## src/rtl/cory_sprom_arb_pkg.sv

```systemverilog
// Shared types and helpers for the single-port ROM arbiter: owner width and
// the round-robin search used by the arbiter core.
package cory_sprom_arb_pkg;

  localparam int MAX_N = 16;

  typedef struct packed {
    logic       found;
    logic [3:0] idx;
  } rr_pick_t;

  function automatic int owner_w(input int n);
    return (n > 1) ? $clog2(n) : 1;
  endfunction

  // First set bit of req at or after ptr, wrapping at n-1 back to 0.
  function automatic rr_pick_t rr_search(input logic [3:0] ptr,
                                         input logic [MAX_N-1:0] req,
                                         input int n);
    rr_pick_t   pick;
    logic [4:0] j;
    pick = '0;
    for (int i = 0; i < MAX_N; i++) begin
      j = {1'b0, ptr} + 5'(i);
      if (j >= 5'(n)) j = j - 5'(n);
      if (i < n && !pick.found && req[j[3:0]]) begin
        pick.found = 1'b1;
        pick.idx   = j[3:0];
      end
    end
    return pick;
  endfunction

endpackage

```

## src/rtl/cory_rr_arb.sv

```systemverilog
// N-way round-robin arbiter; the pointer moves just past the last winner.
module cory_rr_arb
  import cory_sprom_arb_pkg::*;
#(
  parameter int N = 4,
  parameter int W = owner_w(N)
) (
  input  logic         clk,
  input  logic         reset,
  input  logic [N-1:0] req,
  input  logic         en,
  output logic [N-1:0] gnt,
  output logic [W-1:0] gnt_idx
);

  logic [W-1:0] ptr;
  rr_pick_t     pick;

  always_comb begin
    pick    = rr_search(4'(ptr), MAX_N'(req), N);
    gnt     = '0;
    gnt_idx = pick.idx[W-1:0];
    if (en && pick.found) gnt[pick.idx[W-1:0]] = 1'b1;
  end

  always_ff @(posedge clk) begin
    if (reset) begin
      ptr <= '0;
    end else if (en && pick.found) begin
      ptr <= (pick.idx == 4'(N-1)) ? '0 : pick.idx[W-1:0] + 1'b1;
    end
  end

endmodule

```

## src/rtl/cory_sprom_arb.sv

```systemverilog
// Shares one single-port ROM (1-cycle registered read) among N valid/ready
// requesters, one read per cycle, holding each response until accepted.
module cory_sprom_arb
  import cory_sprom_arb_pkg::*;
#(
  parameter int N    = 4,
  parameter int A    = 8,
  parameter int D    = 8,
  parameter int SIZE = 2**A
) (
  input  logic           clk,
  input  logic           reset,
  input  logic [N-1:0]   i_v,
  input  logic [N*A-1:0] i_a,
  output logic [N-1:0]   i_r,
  output logic [N-1:0]   o_v,
  output logic [D-1:0]   o_d,
  output logic           o_e,
  input  logic [N-1:0]   o_r,
  output logic           mem_csn,
  output logic [A-1:0]   mem_addr,
  input  logic [D-1:0]   mem_rdata
);

  localparam int       W     = owner_w(N);
  localparam logic [A:0] LIMIT = (A+1)'(SIZE);

  logic         resp_vld_p1;
  logic [W-1:0] resp_own_p1;
  logic         resp_err_p1;
  logic         can_issue;
  logic         granted;
  logic         in_range;
  logic         issue;
  logic [N-1:0] gnt;
  logic [W-1:0] gnt_idx;
  logic [A-1:0] sel_addr;

  // A new read may start once the held response is gone or leaves this cycle.
  assign can_issue = !resp_vld_p1 || o_r[resp_own_p1];

  cory_rr_arb #(.N(N), .W(W)) u_arb (
    .clk     (clk),
    .reset   (reset),
    .req     (i_v),
    .en      (can_issue && !reset),
    .gnt     (gnt),
    .gnt_idx (gnt_idx)
  );

  // AND-OR select so ungranted (possibly undriven) addresses never reach the ROM.
  always_comb begin
    sel_addr = '0;
    for (int k = 0; k < N; k++) begin
      if (gnt[k]) sel_addr = i_a[k*A +: A];
    end
  end

  assign granted  = |gnt;
  assign in_range = {1'b0, sel_addr} < LIMIT;
  assign issue    = granted && in_range;
  assign mem_csn  = !issue;
  assign mem_addr = issue ? sel_addr : '0;
  assign i_r      = gnt;

  // Stage p1: response register; data is taken straight from the ROM output.
  always_ff @(posedge clk) begin
    if (reset) begin
      resp_vld_p1 <= 1'b0;
      resp_own_p1 <= '0;
      resp_err_p1 <= 1'b0;
    end else if (granted) begin
      resp_vld_p1 <= 1'b1;
      resp_own_p1 <= gnt_idx;
      resp_err_p1 <= !in_range;
    end else if (can_issue) begin
      resp_vld_p1 <= 1'b0;
    end
  end

  assign o_v = resp_vld_p1 ? (N'(1) << resp_own_p1) : '0;
  assign o_d = (resp_vld_p1 && !resp_err_p1) ? mem_rdata : '0;
  assign o_e = resp_vld_p1 && resp_err_p1;

endmodule

```

## config.mk

```make
export PLATFORM = sky130hd
export DESIGN_NAME = cory_sprom_arb
export DESIGN_NICKNAME = d
export VERILOG_FILES = /design/src/rtl/cory_sprom_arb_pkg.sv /design/src/rtl/cory_rr_arb.sv /design/src/rtl/cory_sprom_arb.sv
export SDC_FILE = /design/constraint.sdc
export NUM_CORES = 1
export LEC_CHECK = 0
export CORE_MARGIN = 2
export CORE_UTILIZATION = 37
export DETAILED_ROUTE_END_ITERATION = 6
export GPL_TIMING_DRIVEN = 0
export HOLD_SLACK_MARGIN = 0.06
export MAX_ROUTING_LAYER = met4
export PLACE_DENSITY = 0.86
export SLEW_MARGIN = 20
export SYNTH_ARGS = -nofsm -noshare
export SYNTH_HDL_FRONTEND = slang
export SYNTH_SLANG_ARGS = --single-unit
```

## constraint.sdc

```tcl
create_clock -name clk -period 10.7 [get_ports clk]
set_input_delay 3.21 -clock clk [delete_from_list [all_inputs] [get_ports clk]]
set_output_delay 3.21 -clock clk [all_outputs]
set_load 0.01 [all_outputs]
```

==> results.toml <==
[floorplanning]
die_area_sq_um = 3192
io_pins = 76
coreArea_sq_um = 2686
die_w_microns = 56.50
floorplan.initialDensity_pct = 37.96
placement_rows = 19
chipHeight_microns = 56.50

[power_and_ir_drop]
power.leakage_nw = 0.6984
int_power_mw = 0.2680
ir_drop_uv = 240.4
power.density_cell_area_nw_per_um2 = 297.2
switching_power_mw = 0.2746
finalPower_mw = 0.5426
clock_power_share_pct = 3.9
power.share.switching_pct = 50.62
power_frac_seq_pct = 7.4
combinational_fraction_of_design_power_pct = 88.7

[setup_path]
cp_num_buf_inv = 5
r2r_end = "u_arb.ptr[0]"
setup.worst_path.end = "mem_addr[0]"
cp_cell_instances = "clkdlybuf4s50_1 > mux4_2 > a221oi_2 > and4_1 > buf_6 > nor2_1 > ha_1 > clkbuf_1 > nor2b_1 > clkbuf_1 > a221oi_1 > nor3_1 > a21oi_1 > nor2_1 > clkdlybuf4s50_1"
critical_path_class = "in2out"
endpoint_kind = "primary output"
cp-start-kind = "input pin"
worst-path-stages = 15
register_to_register_path_setup_slack_ps = 7240
critPathSlowestCell = "clkdlybuf4s50_1"
rr_startpoint = "u_arb.ptr[1]"
worst_r2r_path_depth = 12
arrival_time_at_the_worst_endpoint_ps = 6840
worstPathRequired_ps = 7490
critPathMaxFanout = 10
cp_slowest_stage_delay_ps = 560
critPathTopFamily = "buffers and inverters"
critical_path.startpoint = "i_v[1]"

[timing]
grt_setup_unrepaired = "false"
fmax_mhz = 99.46
fin_hold_ws_ps = 587.7
worst_clock_skew_ps = 6.226
post_layout_minimum_cycle_time_ps = 10050
report.final.setup_viol = 0
finalSetupTns_ps = 0
report.final.hold_viol_count = 0
slew_violations = 0
fin_crit_sh_pct = 93.96

[cts]
clkLatencyLatePin_ps = 240
cts.clk_slew.worst_paths_ps = 40
cts-hold-fix-buffers = 0
htree_levels = 1
cts_resized = 0
num_clock_sinks = 5
cts_setup_buffers = 0
cts_made_buffers = 3
max-clock-path-buffers = 2
cts_root_buf = "clkbuf_4"
tritoncts = "built"

[synth]
synth_enable_flop_cells = 0
synth.distinct_cells = 43
yosys_warnings = 0
synth_top_cell_by_area = "ha_1"
syn_area_sq_um = 1020
synth.ff_latch_count = 5
synth.top_cell.area_share_pct = 11.04
yosysSeqAreaShare_pct = 9.816
synth_nets = 200
post_synth.cell_area_avg_sq_um = 7.232
most_used_flip_flop_cell_after_synthesis = "dfxtp_1"
synthCells = 141
ys_async_sr_fraction_pct = 0
top_cells_by_count_synth = "nor2_1 (23), a21oi_1 (11), and2_1 (9), ha_1 (9), nor3_1 (9)"
count_leader_synth = "nor2_1"
synth_area_leaders = "ha_1 (11%), dfxtp_1 (9.8%), nor2_1 (8.5%)"

[layout]
fillers = 237
fin_nets = 279
synthToLayoutAreaGrowth_pct = 79.02
insertedDiodeCount = 0
stdcell_area_sq_um = 1826
multi_input_comb_area_sq_um = 835.8
regArea_sq_um = 100.1
fraction_of_final_layout_cells_sized_beyond_drive_strength_1_pct = 8.219

[grt]
antenna_found_initial = 0
grt_pass1_vias = 1361
grt_first_pass_wirelength_microns = 5809
globalRouteTotalUtil_pct = 22.30
grt_overflow = 0
pin_count_of_the_biggest_net_entering_global_routing = 11

[detailed_routing]
avgViaCountPerCell = 5.480
detail_route.first_pass.iterations = 7
detail_route.wirelength_microns = 3522
ant_nets = 0
num_vias = 1370
drt_iter0_drc = 38
wl_per_cell_microns = 14.09
detail_route.drc_violations = 0

[flow_run]
max_cap_viol_count = 0

[run_status]
run_status = "finished, final reports clean"

[placed_design]
dp_hpwl_microns = 2862
gpl.final_weighted_congestion = 0.8912
placement.io_buffers = 74
post_dp_cell_area_sq_um = 1799

[min_path]
holdCritStartpoint = "resp_own_p1[0]"
min_delay_path_depth = 2
type_of_the_worst_min_delay_path = "reg2reg"
[layout make-up]
cell class / count / area share, %
Timing Repair Buffer: 74 / 40.58
Tap cell: 31 / 2.125
Multi-Input combinational cell: 119 / 45.78
Inverter: 7 / 1.439
Buffer: 10 / 3.153
Sequential cell: 5 / 5.483
Clock buffer: 4 / 1.439
[sequential cells by signal (all words and copies together) (netlist names)]
name / cells
resp_vld_p1: 1
u_arb.ptr: 2
resp_own_p1: 2
[worst min-delay path by stage]
stage	end
5_1_grt	resp_own_p1[0]
2_1_floorplan	resp_own_p1[0]
3_3_place_gp	resp_own_p1[0]
4_1_cts	resp_own_p1[0]
6_report	resp_own_p1[0]
3_5_place_dp	resp_own_p1[0]
[logic make-up after synthesis]
kind of cell / after synthesis / share of synthesized area (%)
other cells: 1 / 0.3677
buf+inv: 17 / 8.220
compound gates: 33 / 24.17
flops: 5 / 9.816
fa+ha+maj: 9 / 11.04
mux: 10 / 12.76
xor+xnor: 1 / 0.8591
simple gates: 65 / 32.76
[worst reg2reg max path, delay by kind of cell (launching register included)]
family	cells	cell delay, ps
AOI/OAI and AO/OA	5	1150
adders and majority gates	2	540
buffers and inverters	3	630
DFF	1	530
and+or+nand+nor	2	490
[power by group through the flow]
stage | logic, mW | clock network (mW) | registers (mW)
6_report | 0.481 | 0.0212 | 0.0400
5_1_grt | 0.534 | 0.0231 | 0.0417
4_1_cts | 0.478 | 0.0216 | 0.0401
3_5_place_dp | 0.475 | 0 | 0.0404
3_3_place_gp | 0.462 | 0 | 0.0397
2_1_floorplan | 0.315 | 0 | 0.0365
[per-layer routing]
layer,track usage [%],part of all wire (%),wire (microns),vias to the layer above
li1,-,-,-,673
met1,23.92,39,1370,628
met2,39.70,52,1822,61
met3,5.530,7.4,260,8
met4,7.483,2.0,69,0
met5,-,0,0,-
[per-stage QoR]
stage          setup WS, ps  util [%]  instances
2_1_floorplan          2041         -        141
4_1_cts               657.0     67.96        250
6_report              646.0     67.96        250
5_1_grt               324.1     67.96        250
3_5_place_dp          672.5     66.98        246
3_3_place_gp          790.5     66.98        246
[placed cells by master, fill, tap and decap left out, types with 2 or more instances in the layout]
cell,Yosys,final
clkdlybuf4s50_1,0,74
nor2_1,23,23
a21oi_1,11,11
nor3_1,9,9
and2_1,9,9
ha_1,9,9
a221oi_1,8,8
clkbuf_1,6,7
inv_1,6,6
dfxtp_1,5,5
mux2i_1,4,4
mux2_2,4,4
nand2_1,4,4
nor2b_1,3,3
nand3_1,3,3
and3_1,3,3
nor4_1,3,3
clkbuf_4,0,3
buf_6,2,2
mux4_2,2,2
o31ai_1,2,2
or2_2,2,2
Power figures use the tool's default switching activity.
